### src/rtl/regwrite_arbiter.sv
// Merges MEM/WB writeback and the LAA core-register write stream into one registered register-file write port.
// Latency: the selected write appears on rf_we/rf_rd/rf_wdata one clk after selection; an LAA entry waits >=1 cycle in the FIFO.
// Backpressure: laa_ready drops while the FIFO is full; stall_wb holds MEM/WB when the FIFO head must drain first.
module regwrite_arbiter #(
    parameter int DEPTH        = 4,
    parameter int STARVE_LIMIT = 8
) (
    input  logic        clk,
    input  logic        Rst_n,
    // MEM/WB writeback source
    input  logic        wb_regwrite,
    input  logic [4:0]  wb_rd,
    input  logic [31:0] wb_data,
    output logic        stall_wb,
    // LAA write stream
    input  logic        laa_valid,
    output logic        laa_ready,
    input  logic [4:0]  laa_rd,
    input  logic [31:0] laa_data,
    // decode-stage hazard lookup
    input  logic [4:0]  adr_rs1,
    input  logic [4:0]  adr_rs2,
    output logic        pend_rs1,
    output logic        pend_rs2,
    // register-file write port
    output logic        rf_we,
    output logic [4:0]  rf_rd,
    output logic [31:0] rf_wdata
);

    localparam int AW = (DEPTH > 1) ? $clog2(DEPTH) : 1;
    localparam int SW = (STARVE_LIMIT > 1) ? $clog2(STARVE_LIMIT) : 1;
    localparam logic [SW-1:0] STARVE_MAX = SW'(STARVE_LIMIT - 1);
    localparam logic [AW:0]   OCC_FULL   = (AW+1)'(DEPTH);

    typedef struct packed {
        logic [4:0]  rd;
        logic [31:0] dat;
    } laa_ent_t;

    // FIFO storage and pointers; the extra pointer bit separates full from empty
    laa_ent_t          fifo_mem [DEPTH];
    logic [AW:0]       wr_ptr;
    logic [AW:0]       rd_ptr;
    logic [AW:0]       occ;
    logic              fifo_empty;
    logic              fifo_full;
    logic [DEPTH-1:0]  ent_vld;
    logic [AW-1:0]     slot_off;
    laa_ent_t          head_ent;

    // arbitration state and decisions
    logic [SW-1:0]     starve_cnt;
    logic              init_done;
    logic              wb_vld;
    logic              wb_hit;
    logic              starved;
    logic              force_drain;
    logic              do_pop;
    logic              do_wb;
    logic              do_push;
    logic              pend1_hit;
    logic              pend2_hit;

    assign occ        = wr_ptr - rd_ptr;
    assign fifo_empty = (occ == '0);
    assign fifo_full  = (occ == OCC_FULL);
    assign head_ent   = fifo_mem[rd_ptr[AW-1:0]];

    // init_done keeps laa_ready low until the first clock after reset release
    assign laa_ready = init_done & ~fifo_full;

    // x0 writes from LAA are accepted but never occupy a slot
    assign do_push = laa_valid & laa_ready & (laa_rd != 5'd0);

    // wb writes to x0 are ignored entirely
    assign wb_vld = wb_regwrite & (wb_rd != 5'd0);

    // Mark which physical slots hold live entries (offset from head below occupancy)
    always_comb begin
        ent_vld  = '0;
        slot_off = '0;
        for (int i = 0; i < DEPTH; i++) begin
            slot_off   = AW'(i) - rd_ptr[AW-1:0];
            ent_vld[i] = ({1'b0, slot_off} < occ);
        end
    end

    // Compare queued destinations against the wb target and both decode read ports
    always_comb begin
        wb_hit    = 1'b0;
        pend1_hit = 1'b0;
        pend2_hit = 1'b0;
        for (int i = 0; i < DEPTH; i++) begin
            if (ent_vld[i]) begin
                if (fifo_mem[i].rd == wb_rd)   wb_hit    = 1'b1;
                if (fifo_mem[i].rd == adr_rs1) pend1_hit = 1'b1;
                if (fifo_mem[i].rd == adr_rs2) pend2_hit = 1'b1;
            end
        end
    end

    // An entry popped this cycle still reports pending: it lands in the regfile next cycle
    assign pend_rs1 = (adr_rs1 != 5'd0) & pend1_hit;
    assign pend_rs2 = (adr_rs2 != 5'd0) & pend2_hit;

    // Head must go first when it has waited too long or an older queued write targets the same rd
    assign starved     = ~fifo_empty & (starve_cnt == STARVE_MAX);
    assign force_drain = starved | (wb_vld & wb_hit);

    // One write per cycle: wb wins unless a drain is forced; idle wb cycles drain the FIFO
    assign do_pop   = ~fifo_empty & (~wb_vld | force_drain);
    assign do_wb    = wb_vld & ~force_drain;
    assign stall_wb = wb_vld & force_drain;

    // Reset release tracker for laa_ready
    always_ff @(posedge clk or negedge Rst_n) begin
        if (!Rst_n) begin
            init_done <= 1'b0;
        end else begin
            init_done <= 1'b1;
        end
    end

    // FIFO pointer update; push and pop may coincide on a non-full FIFO
    always_ff @(posedge clk or negedge Rst_n) begin
        if (!Rst_n) begin
            wr_ptr <= '0;
            rd_ptr <= '0;
        end else begin
            if (do_push) wr_ptr <= wr_ptr + (AW+1)'(1);
            if (do_pop)  rd_ptr <= rd_ptr + (AW+1)'(1);
        end
    end

    // FIFO payload storage; contents are don't-care until covered by the pointers
    always_ff @(posedge clk) begin
        if (do_push) begin
            fifo_mem[wr_ptr[AW-1:0]] <= '{rd: laa_rd, dat: laa_data};
        end
    end

    // Count how long the head has waited without being popped, saturating at the force threshold
    always_ff @(posedge clk or negedge Rst_n) begin
        if (!Rst_n) begin
            starve_cnt <= '0;
        end else if (do_pop || fifo_empty) begin
            starve_cnt <= '0;
        end else if (starve_cnt != STARVE_MAX) begin
            starve_cnt <= starve_cnt + SW'(1);
        end
    end

    // Register the selected write; address and data hold when no write is issued
    always_ff @(posedge clk or negedge Rst_n) begin
        if (!Rst_n) begin
            rf_we    <= 1'b0;
            rf_rd    <= 5'd0;
            rf_wdata <= 32'd0;
        end else begin
            rf_we <= do_pop | do_wb;
            if (do_pop) begin
                rf_rd    <= head_ent.rd;
                rf_wdata <= head_ent.dat;
            end else if (do_wb) begin
                rf_rd    <= wb_rd;
                rf_wdata <= wb_data;
            end
        end
    end

endmodule

### config.mk
export PLATFORM = sky130hd
export DESIGN_NAME = regwrite_arbiter
export DESIGN_NICKNAME = d
export VERILOG_FILES = /design/src/rtl/regwrite_arbiter.sv
export SDC_FILE = /design/constraint.sdc
export NUM_CORES = 1
export LEC_CHECK = 0
export BUFFER_PORTS_ARGS = -buffer_cell sky130_fd_sc_hd__buf_4
export CORE_MARGIN = 2
export CORE_UTILIZATION = 29
export DETAILED_ROUTE_END_ITERATION = 16
export PLACE_DENSITY = 0.51
export SLEW_MARGIN = 20
export SYNTH_ARGS = -nofsm -noshare
export SYNTH_HDL_FRONTEND = slang
export SYNTH_SLANG_ARGS = --single-unit
### constraint.sdc
create_clock -name clk -period 6 [get_ports clk]
set_input_delay 1.2 -clock clk [delete_from_list [all_inputs] [get_ports clk]]
set_output_delay 1.2 -clock clk [all_outputs]
set_load 0.005 [all_outputs]
Word level (Yosys, flattened, before mapping) --
Memory sizes are Yosys's and may differ from the RTL's. Index checks and enable logic that the tools add are counted.
Word-level totals: memory bits (writable) 148, word-level logic and storage cells 93, memories 1, flip-flop bits (word level) 48
Operators by class: bitwise logic cells 18, $add $sub $neg 8, multiplexer cells 32, reductions and logical operators 8, equal/unequal tests 15, $lt $le $gt $ge 4
Memories:
- fifo_mem | depth 4, width 37, read ports 5, clocked after memory_dff 0, write ports 1, line 42 | laa_ent_t fifo_mem [DEPTH];
Operators with widths (count):
- 2-to-1 mux 32 bit | 2
- == test 5 bit | 12
- 2-to-1 mux 1 bit | 26
- nonzero test 5 bit | 4
- < comparator 2 x 3 -> 1 bit | 4
- AND 1 bit | 11
- 2-to-1 mux 5 bit | 2
- adder 3 x 1 -> 3 bit, second input constant | 3
- == test 3 bit, second input constant | 2
- 2-to-1 mux 3 bit | 2
- inverter 1 bit | 4
- nonzero test 2 bit | 2
- subtractor 1 x 2 -> 2 bit, first input constant | 2
- subtractor 2 bit, first input constant | 2
- zero test 3 bit | 1
- inequality test 3 bit, second input constant | 1
- bitwise OR 1 bit | 3
- subtractor 3 bit | 1
- logical OR 1 bit | 1

Longest topological paths before layout --
Gate-level depths: netlist of the first run.
depth in word-level cells 15, depth in mapped cells 15

Least setup slack after synthesis of the first run --
Ideal clock, no wire load.
path kind flip-flop to output port, start point register rd_ptr[1], end point output port stall_wb, slack 1.631 ns, data arrival time 3.169 ns, path buffers 3, data required time 4.800 ns, cell stages (with the launch flop) 14, cells stage by stage dfrtp_1 clkbuf_1 clkbuf_1 inv_1 fa_1 inv_1 ha_1 nor2b_1 o21a_2 nor4_1 or4_1 buf_2 a21oi_1 nor2_1
Between the ends: word-level cells in the longest chain between the ends 12, elaborated cells between the ends (all ways) 22, those cells by class add/sub (5); order compare (4); mux (7); bitwise (5); reduce/logical (1)
RTL lines:
- from (decl) | line 44 | logic [AW:0] rd_ptr;
- from (signal assigned) | line 132 | if (do_pop) rd_ptr <= rd_ptr + (AW+1)'(1);
- subtractor 3 bit / subtractor 1 x 2 -> 2 bit (equally long branches) | line 65, 84
- < comparator 2 x 3 -> 1 bit | line 85 | ent_vld[i] = ({1'b0, slot_off} < occ);
- 2-to-1 mux 1 bit | line 95 | if (ent_vld[i]) begin
- 2-to-1 mux 1 bit | line 96 | if (fifo_mem[i].rd == wb_rd) wb_hit = 1'b1;
- 2-to-1 mux 1 bit | line 95
- 2-to-1 mux 1 bit | line 96
- 2-to-1 mux 1 bit | line 95
- 2-to-1 mux 1 bit | line 96
- 2-to-1 mux 1 bit | line 95
- AND 1 bit | line 109 | assign force_drain = starved | (wb_vld & wb_hit);
- bitwise OR 1 bit (*) | line 109
- AND 1 bit (*) | line 114 | assign stall_wb = wb_vld & force_drain;
- to (decl) | line 14 | output logic stall_wb,
Mark *: on every way between the ends. The rest lies on a longest branch, timed or not.

Worst setup path in the final report of the first run --
start point register wr_ptr[0], end point output port stall_wb
Between the ends: word-level cells in the longest chain between the ends 12, elaborated cells between the ends (all ways) 18, those cells by class add/sub (1); order compare (4); mux (7); bitwise (5); reduce/logical (1)
RTL lines:
- from (decl) | line 43 | logic [AW:0] wr_ptr;
- from (signal assigned) | line 131 | if (do_push) wr_ptr <= wr_ptr + (AW+1)'(1);
- subtractor 3 bit (*) | line 65 | assign occ = wr_ptr - rd_ptr;
- < comparator 2 x 3 -> 1 bit | line 85
- 2-to-1 mux 1 bit | line 95
- 2-to-1 mux 1 bit | line 96
- 2-to-1 mux 1 bit | line 95
- 2-to-1 mux 1 bit | line 96
- 2-to-1 mux 1 bit | line 95
- 2-to-1 mux 1 bit | line 96
- 2-to-1 mux 1 bit | line 95
- AND 1 bit | line 109
- bitwise OR 1 bit (*) | line 109
- AND 1 bit (*) | line 114
Marked as above.

==> results of run 1 <==
critical path: cells and delay by family (launching register included):
family / cells / cell delay, ps
buffers and inverters: 4 / 500
AOI/OAI and AO/OA: 2 / 360
DFF: 1 / 420
and+or+nand+nor: 4 / 950
adders and majority gates: 3 / 990
flip-flops by register name, summed over array words and instances, names as in the netlist:
register / cells
starve_cnt: 3
rd_ptr: 3
wr_ptr: 3
rf_wdata: 32
rf_we: 1
rf_rd: 5
init_done: 1
fifo_mem: 148
layout make-up:
| type | count | area (sq um) | share of cell area [%] |
|---|---|---|---|
| Timing Repair Buffer | 134 | 1030 | 9.66 |
| Tap cell | 390 | 488 | 4.59 |
| Sequential cell | 196 | 5650 | 53.2 |
| Clock inverter | 13 | 143 | 1.34 |
| Inverter | 7 | 26.3 | 0.247 |
| Multi-Input combinational cell | 329 | 2850 | 26.8 |
| Clock buffer | 19 | 443 | 4.17 |
Yosys cell counts (all sizes together) (5+ instances only):
library cell	number	area share (%)
buf	11	0.81
clkbuf	25	1.1
dfrtp	48	14
edfxtp	148	51
ha	13	1.9
inv	7	0.30
mux2	37	4.8
mux4	37	9.6
nand2	113	4.9
nand3	9	0.52
nor2	5	0.30
nor4	13	0.94
o21a	5	0.45
xnor2	35	3.5
xor2	29	2.9
where the power goes:
part	total (uW)	internal [uW]	switching, uW
sequential	1920	1780	141
clock	1120	599	519
combinational	2160	1000	1160
total	5190	3380	1820
stage by stage:
stage	cell area (sq um)	instances	setup WS, ps
floorplan	8670	568	1630
global placement	10000	1055	1540
detailed placement	10000	1056	1420
CTS	10600	1088	1130
global route	10600	1088	907
finish	10600	1088	1170
kinds of logic (layout without fill, tap and decap cells):
logic type	after synthesis	after routing	share of synthesized area (%)
mux	75	75	14.5
other cells	1	1	0.0433
flops	196	196	65.1
fa+ha+maj	14	14	2.11
simple gates	155	155	7.80
xor+xnor	65	65	6.76
compound gates	19	19	1.43
buf+inv	43	173	2.19
path summary, 6_finish.rpt:
kind | startpoint | to | cells after the start
setup / recovery | wr_ptr[0] | stall_wb | 13
hold / removal | starve_cnt[0] | starve_cnt[0] | 1
setup reg to reg | wr_ptr[0] | rf_wdata[11] | 13
hold reg to reg | starve_cnt[0] | starve_cnt[0] | 1
max in group asynchronous | Rst_n | rd_ptr[0] | 1
min in group asynchronous | Rst_n | rf_rd[4] | 1
metal layers:
layer / share of wire (%) / global-route usage [%]
met1: 43 / 17.5
met2: 49 / 22.8
met3: 5.8 / 3.67
met4: 1.7 / 4.37
met5: 0.053 / 0
==> impl_metrics.tcl, run 1 <==
set metrics [dict create \
    outcome "finished clean" \
    grt_use_total_pct 13.7 \
    setup_tns_ps 0 \
    path_cells "inv_1, ha_1, inv_1, fa_1, inv_1, ha_1, nor2b_1, o21a_1, nor4_1, or4_1, a21oi_1, nor2_1, buf_4" \
    start_util_pct 29.3 \
    ys_warn_count 0 \
    grt_pass1_wl_um 31600 \
    fp.dieH_um 177 \
    critPathSlowestCell "or4_1" \
    worst_pin_slew_ps 1040 \
    layout-drive-gt1-share_pct 34.5 \
    root_buffer "clkbuf_16" \
    numPortBuffers 129 \
    fin_nets 787 \
    synthCells 568 \
    fmax_mhz 207 \
    wl_per_cell_um 19.0 \
    clk_pin_slew_ps 70 \
    rsz0062_at_grt "no" \
    mostFrequentLayoutCell "edfxtp_1" \
    dr.pass1.iters 6 \
    timing.hold.ws_ps 463 \
    die_w_um 177 \
    period_share_pct 80.5 \
    fin_skew_ps 12.1 \
    post_cts_resized 0 \
    antenna_found_initial 1 \
    critPathMaxStageDelay_ps 670 \
    syn-num-nets 670 \
    path_class "flop to primary output" \
    r2r_setup_slack_ps 1500 \
    synthToLayoutAreaGrowth_pct 22.6 \
    setup_violations 0 \
    crit_required_ps 4800 \
    clock_sinks 196 \
    first_iter_violations 260 \
    ir_drop_mv 0.301 \
    place_hpwl_um 13700 \
    synth.avg_cell_area_sq_um 15.3 \
    grt_pass1_vias 5418 \
    most-common-layout-cells "edfxtp_1 (148), buf_4 (133), nand2_1 (113)" \
    gp_congestion 0.804 \
    finalCriticalPeriod_ps 4830 \
    viasPerCell 4.59 \
    syn_area_sq_um 8670 \
    cts_buffer_depth 2 \
    cp_common_cell "inv_1" \
    ys_seq_area_share_pct 65.1 \
    relSlewSlack_pct 30.8 \
    cp-end-kind "primary output" \
    clk_latency_ps 420 \
    grt_max_degree 49 \
    cts_buffers 17 \
    synthFlopType "edfxtp_1" \
    antenna_left 0 \
    overflow 0 \
    htree_levels 4 \
    critPathLaunchType "flop" \
    finalHoldViolCount 0 \
    finalWirelength_um 20700 \
    antenna_cells 0 \
    hold_path_class "flop to flop" \
    cts_hold_buf 0 \
    fp.coreArea_sq_um 29600 \
    synthArstFlopShare_pct 24.5 \
    synth_cell_types 37 \
    io_pins 130 \
    post_cts_buffers 0 \
    power.total_uw 5190 \
    post-route-util_pct 35.9 \
    power-per-cell-area_nw_per_um2 489 \
    worstPathMaxFanout 7 \
    vias 4998 \
    leakage_uw 0.00403 \
    slew_violations 0 \
    synth_edf_count 148 \
    rows 63 \
    ys_ff_latch 196 \
    drv_cap 0 \
    arrival_ps 3630 \
    post-route-drc-count 0 \
    nFillCells 2816 \
    die_area_sq_um 31300 \
    cts_tree "done" \
]
Note: power is estimated with default switching activity, not from simulation.
==> run 2: changes to the inputs <==
- clock period: 6 -> 4.8 ns (I/O delays scaled with it)
==> run 2 against run 1 <==
  * Via count fell by 0.22%
  * Critical path depth is 1 higher
  * Largest cell class unchanged
  * Combinational power is 27% higher
  * Clock power is 27% higher
  * Die area unchanged
  * Final cell count up 0.83%
==> impl_metrics.tcl, run 2 (synthesis gave the netlist of run 1 again) <==
set metrics [dict create \
    slew_violations 0 \
    antenna_found_initial 1 \
    crit_required_ps 3840 \
    outcome "finished clean" \
    grt_pass1_vias 5409 \
    leakage_uw 0.00408 \
    cts_tree "done" \
    clock_sinks 196 \
    rsz0062_at_grt "no" \
    min-delay-start "rd_ptr[2]" \
    grt_pass1_wl_um 31700 \
    place_hpwl_um 14100 \
    finalWirelength_um 21100 \
    die_w_um 177 \
    gp_congestion 0.824 \
    io_pins 130 \
    hold_path_class "flop to flop" \
    numPortBuffers 129 \
    most-common-layout-cells "edfxtp_1 (148), buf_4 (141), nand2_1 (113)" \
    dr.pass1.iters 4 \
    period_share_pct 94.6 \
    cts_buffers 17 \
    post-route-drc-count 0 \
    rows 63 \
    rr_worst_depth 14 \
    cts_buffer_depth 2 \
    switching_share_pct 35.9 \
    clk_latency_ps 440 \
    internal_power_uw 4200 \
    cp-end-kind "primary output" \
    root_buffer "clkbuf_16" \
    worstPathMaxFanout 7 \
    grt_max_degree 49 \
    first_iter_violations 202 \
    wl_per_cell_um 19.2 \
    arrival_ps 3580 \
    overflow 0 \
    critPathLaunchType "flop" \
    setup_violations 0 \
    post-route-util_pct 36.2 \
    ir_drop_mv 0.238 \
    power-per-cell-area_nw_per_um2 613 \
    fin_nets 795 \
    finalCriticalPeriod_ps 4540 \
    path_class "flop to primary output" \
    synthToLayoutAreaGrowth_pct 23.3 \
    holdPathStages 1 \
    die_area_sq_um 31300 \
    htree_levels 4 \
    layout-drive-gt1-share_pct 35.6 \
    relSlewSlack_pct 38.2 \
    fp.coreArea_sq_um 29600 \
    setup_tns_ps 0 \
    clkPwrFrac_pct 21.6 \
    largest_reg_flops 148 \
    worst_pin_slew_ps 927 \
    antenna_left 0 \
    fmax_mhz 220 \
    start_util_pct 29.3 \
    mostFrequentLayoutCell "edfxtp_1" \
    finalHoldViolCount 0 \
    vias 4987 \
    clk_pin_slew_ps 80 \
    r2r-start "wr_ptr[0]" \
    power_frac_seq_pct 36.5 \
    min_to "rd_ptr[2]" \
    comb_power_share_pct 41.8 \
    fp.dieH_um 177 \
    post_cts_resized 0 \
    r2r_setup_slack_ps 780 \
    viasPerCell 4.55 \
    drv_cap 0 \
    grt_use_total_pct 13.8 \
    fin_skew_ps 18.2 \
    r2r_end "rf_wdata[29]" \
    p_sw_uw 2350 \
]
run 2: cell types whose count changed in the layout (fill, tap and decap cells not counted), sizes merged:
| cell | delta |
|---|---|
| buf | +8 |
| clkinvlp | -1 |
| bufinv | -1 |
| clkbuf | -2 |
| diode | +1 |
| inv | +4 |
run 2: power by group through the flow:
stage,registers (uW),logic [uW],clock network (uW)
floorplan,2410,1800,0
detailed placement,2470,2740,0
finish,2400,2740,1420
global placement,2450,2700,0
global route,2440,3050,1520
CTS,2430,2750,1460
run 2: cell type report:
| cell class | count | area (sq um) |
|---|---|---|
| repair buffers | 142 | 1080 |
| flip-flops and latches | 196 | 5650 |
| diodes | 1 | 2.50 |
| inverters | 7 | 26.3 |
| clock buffers | 17 | 425 |
| multi-input cells | 329 | 2840 |
| clock inverters | 15 | 173 |
| well taps | 390 | 488 |
| fillers | 2823 | 18900 |
run 2: per-layer routing:
layer	part of all wire, %	global-route usage (%)	vias to the layer above	routed length, um
met5	0	0	-	0
met4	0.95	3.58	0	201
met3	5.6	3.72	13	1180
met2	49	23.1	118	10300
met1	45	17.8	2535	9410
li1	-	-	2321	-
run 2: worst max-delay path by stage:
stage	slack (ps)	end	from	depth (start not counted)
finish	260	stall_wb	wr_ptr[0]	14
global route	10	stall_wb	wr_ptr[0]	14
CTS	130	stall_wb	rd_ptr[0]	13
detailed placement	620	stall_wb	rd_ptr[0]	13
global placement	640	stall_wb	rd_ptr[0]	13
floorplan	670	stall_wb	rd_ptr[1]	13
run 2: repair_timing:
action,in CTS,in global routing
endpoints found under the setup margin,0,1
hold endpoints to repair,0,0
hold buffers,0,0
buffers inserted,0,4
run 2: worst max-delay path: stages, from the launching register on:
cell     delay (ps)
dfrtp_1         420
inv_1           150
ha_1            220
inv_1            60
fa_1            470
inv_1           110
ha_1            310
nor2b_1         130
o21a_2          170
nor4_1           60
or4_1           520
buf_4           180
a21oi_1         120
nor2_1           60
buf_4           140
run 2: metrics by stage:
| stage | cell area, sq um | hold WS (ps) | std cells | setup WS [ps] | power, uW |
|---|---|---|---|---|---|
| floorplan | 8670 | 419 | 568 | 671 | 4210 |
| global placement | 10100 | 474 | 1060 | 642 | 5150 |
| detailed placement | 10100 | 474 | 1060 | 619 | 5210 |
| CTS | 10700 | 486 | 1092 | 126 | 6650 |
| global route | 10700 | 515 | 1096 | 10.9 | 7010 |
| finish | 10700 | 484 | 1097 | 258 | 6550 |
==> run 3: changes to the inputs <==
- ABC_AREA: unset -> 1
- SLEW_MARGIN: 20 -> 30
==> run 3 against run 2 <==
  * Sequential power barely moved
  * Non-clock buffer count rose by 4
  * Final area rose by 2.3%
  * First-iteration DRC count rose by 150%
==> impl_metrics.tcl, run 3 <==
set metrics [dict create \
    outcome "finished clean" \
    synth_top_area_share_pct 49.9 \
    worst_pin_slew_ps 840 \
    synthFlopType "edfxtp_1" \
    viasPerCell 5.02 \
    post_cts_resized 0 \
    crit_required_ps 3840 \
    synthTopCellsByCount "edfxtp_1 (148), nand3_1 (130), nor2_1 (88), o21ai_0 (73), nand2_1 (60)" \
    synthToLayoutAreaGrowth_pct 22.7 \
    antenna_found_initial 0 \
    mostFrequentLayoutCell "edfxtp_1" \
    path_class "flop to primary output" \
    clk_latency_ps 440 \
    cts_tree "done" \
    post_dp_cell_area_sq_um 10300 \
    ir_drop_mv 0.378 \
    overflow 0 \
    relSlewSlack_pct 44.0 \
    die_w_um 179 \
    synth.most_common_cell "edfxtp_1" \
    fin_skew_ps 13.9 \
    rows 64 \
    arrival_ps 3210 \
    fin_nets 1025 \
    synth.avg_cell_area_sq_um 10.9 \
    gp_congestion 0.823 \
    synthCells 819 \
    finalCriticalPeriod_ps 4170 \
    post-route-drc-count 0 \
    grt_pass1_vias 6934 \
    post_cts_buffers 0 \
    final_cell_area_sq_um 10900 \
    post-route-util_pct 35.9 \
    critPathLaunchType "flop" \
    synth_area_leader_cell "edfxtp_1" \
    synthArstFlopShare_pct 24.5 \
    dr.pass1.iters 6 \
    power-per-cell-area_nw_per_um2 586 \
    grt_max_degree 80 \
    cp-end-kind "primary output" \
    syn_area_sq_um 8910 \
    power.total_uw 6400 \
    grt_use_total_pct 16.9 \
    start_util_pct 29.3 \
    period_share_pct 86.8 \
    synth_cell_types 28 \
    ys_warn_count 0 \
    ys_ff_latch 196 \
    drv_cap 0 \
    htree_levels 4 \
    finalHoldViolCount 0 \
    most-common-layout-cells "edfxtp_1 (148), buf_4 (144), nand3_1 (130)" \
    nFillCells 3078 \
    syn-num-nets 921 \
    vias 6681 \
    largest_reg_flops 148 \
    first_iter_violations 501 \
    setup_violations 0 \
    antenna_left 0 \
    cts_buffer_depth 2 \
    finalWirelength_um 26400 \
    clk_pin_slew_ps 70 \
    synth_area_leaders "edfxtp_1 (50%), dfrtp_1 (13%), nand3_1 (7.3%)" \
    layout-drive-gt1-share_pct 20.1 \
    setup_tns_ps 0 \
    antenna_cells 0 \
    synth_edf_count 148 \
    hold_path_class "flop to flop" \
    worstPathMaxFanout 6 \
    io_pins 130 \
    fp.dieH_um 179 \
    fp.coreArea_sq_um 30400 \
    place_hpwl_um 16800 \
    rsz0062_at_grt "no" \
    die_area_sq_um 32100 \
    clock_sinks 196 \
    fmax_mhz 240 \
    cts_hold_buf 0 \
    numPortBuffers 129 \
    leakage_uw 0.00423 \
    slew_violations 0 \
    grt_pass1_wl_um 40300 \
    ys_seq_area_share_pct 63.4 \
    cts_buffers 17 \
    root_buffer "clkbuf_16" \
    wl_per_cell_um 19.8 \
]
## run 3: per-layer routing
layer,global-route usage (%),share of wire [%]
met5,0,0
met4,4.60,1.6
met3,3.44,5.6
met2,28.4,48
met1,22.0,45
## run 3: report_power, final
group          switching [uW]  total, uW  leakage (uW)  internal (uW)
clock network             652       1490      0.000297            841
logic                    1640       2530       0.00201            893
registers                 189       2380       0.00192           2190
## run 3: logic make-up after synthesis
logic type | Yosys count | synth area share, %
fa+ha+maj | 14 | 2.05
compound gates | 125 | 7.63
buf+inv | 96 | 4.28
xor+xnor | 50 | 4.92
flops | 196 | 63.4
simple gates | 337 | 17.7
other cells | 1 | 0.0421
## run 3: path summary, 6_finish.rpt
check                               from             to  slack (ps)  depth (start not counted)
hold reg to reg            starve_cnt[0]  starve_cnt[0]         440                          1
max in group asynchronous          Rst_n      rd_ptr[0]        3690                          1
setup / recovery               wr_ptr[0]       stall_wb         630                         13
setup reg to reg               wr_ptr[0]       rf_rd[1]        1200                         14
min in group asynchronous          Rst_n   rf_wdata[23]         590                          1
hold / removal             starve_cnt[0]  starve_cnt[0]         440                          1
## run 3: layout make-up
cell class	count	area, sq um	area share [%]
clock buffers	18	439	4.02
clock inverters	14	174	1.59
inverters	35	131	1.20
multi-input cells	527	2920	26.7
flip-flops and latches	196	5650	51.7
well taps	396	495	4.53
repair buffers	146	1120	10.3
## run 3: worst max-delay path, stage by stage (launching register included)
cell and delay (ps):
dfrtp_1 410, inv_1 140, ha_1 180, inv_1 60, fa_1 470, inv_1 110, ha_1 310, a21oi_1 160
nand3b_1 230, nand2_1 90, nand2_1 110, nor2_4 60, a21oi_1 240, buf_4 170
## run 3: through the flow
stage          instances  setup WS [ps]  hold WS [ps]
4_1_cts             1332            609           439
6_report            1332            632           438
3_3_place_gp        1300           1110           430
2_1_floorplan        819            843           410
3_5_place_dp        1300           1100           429
5_1_grt             1332            374           467
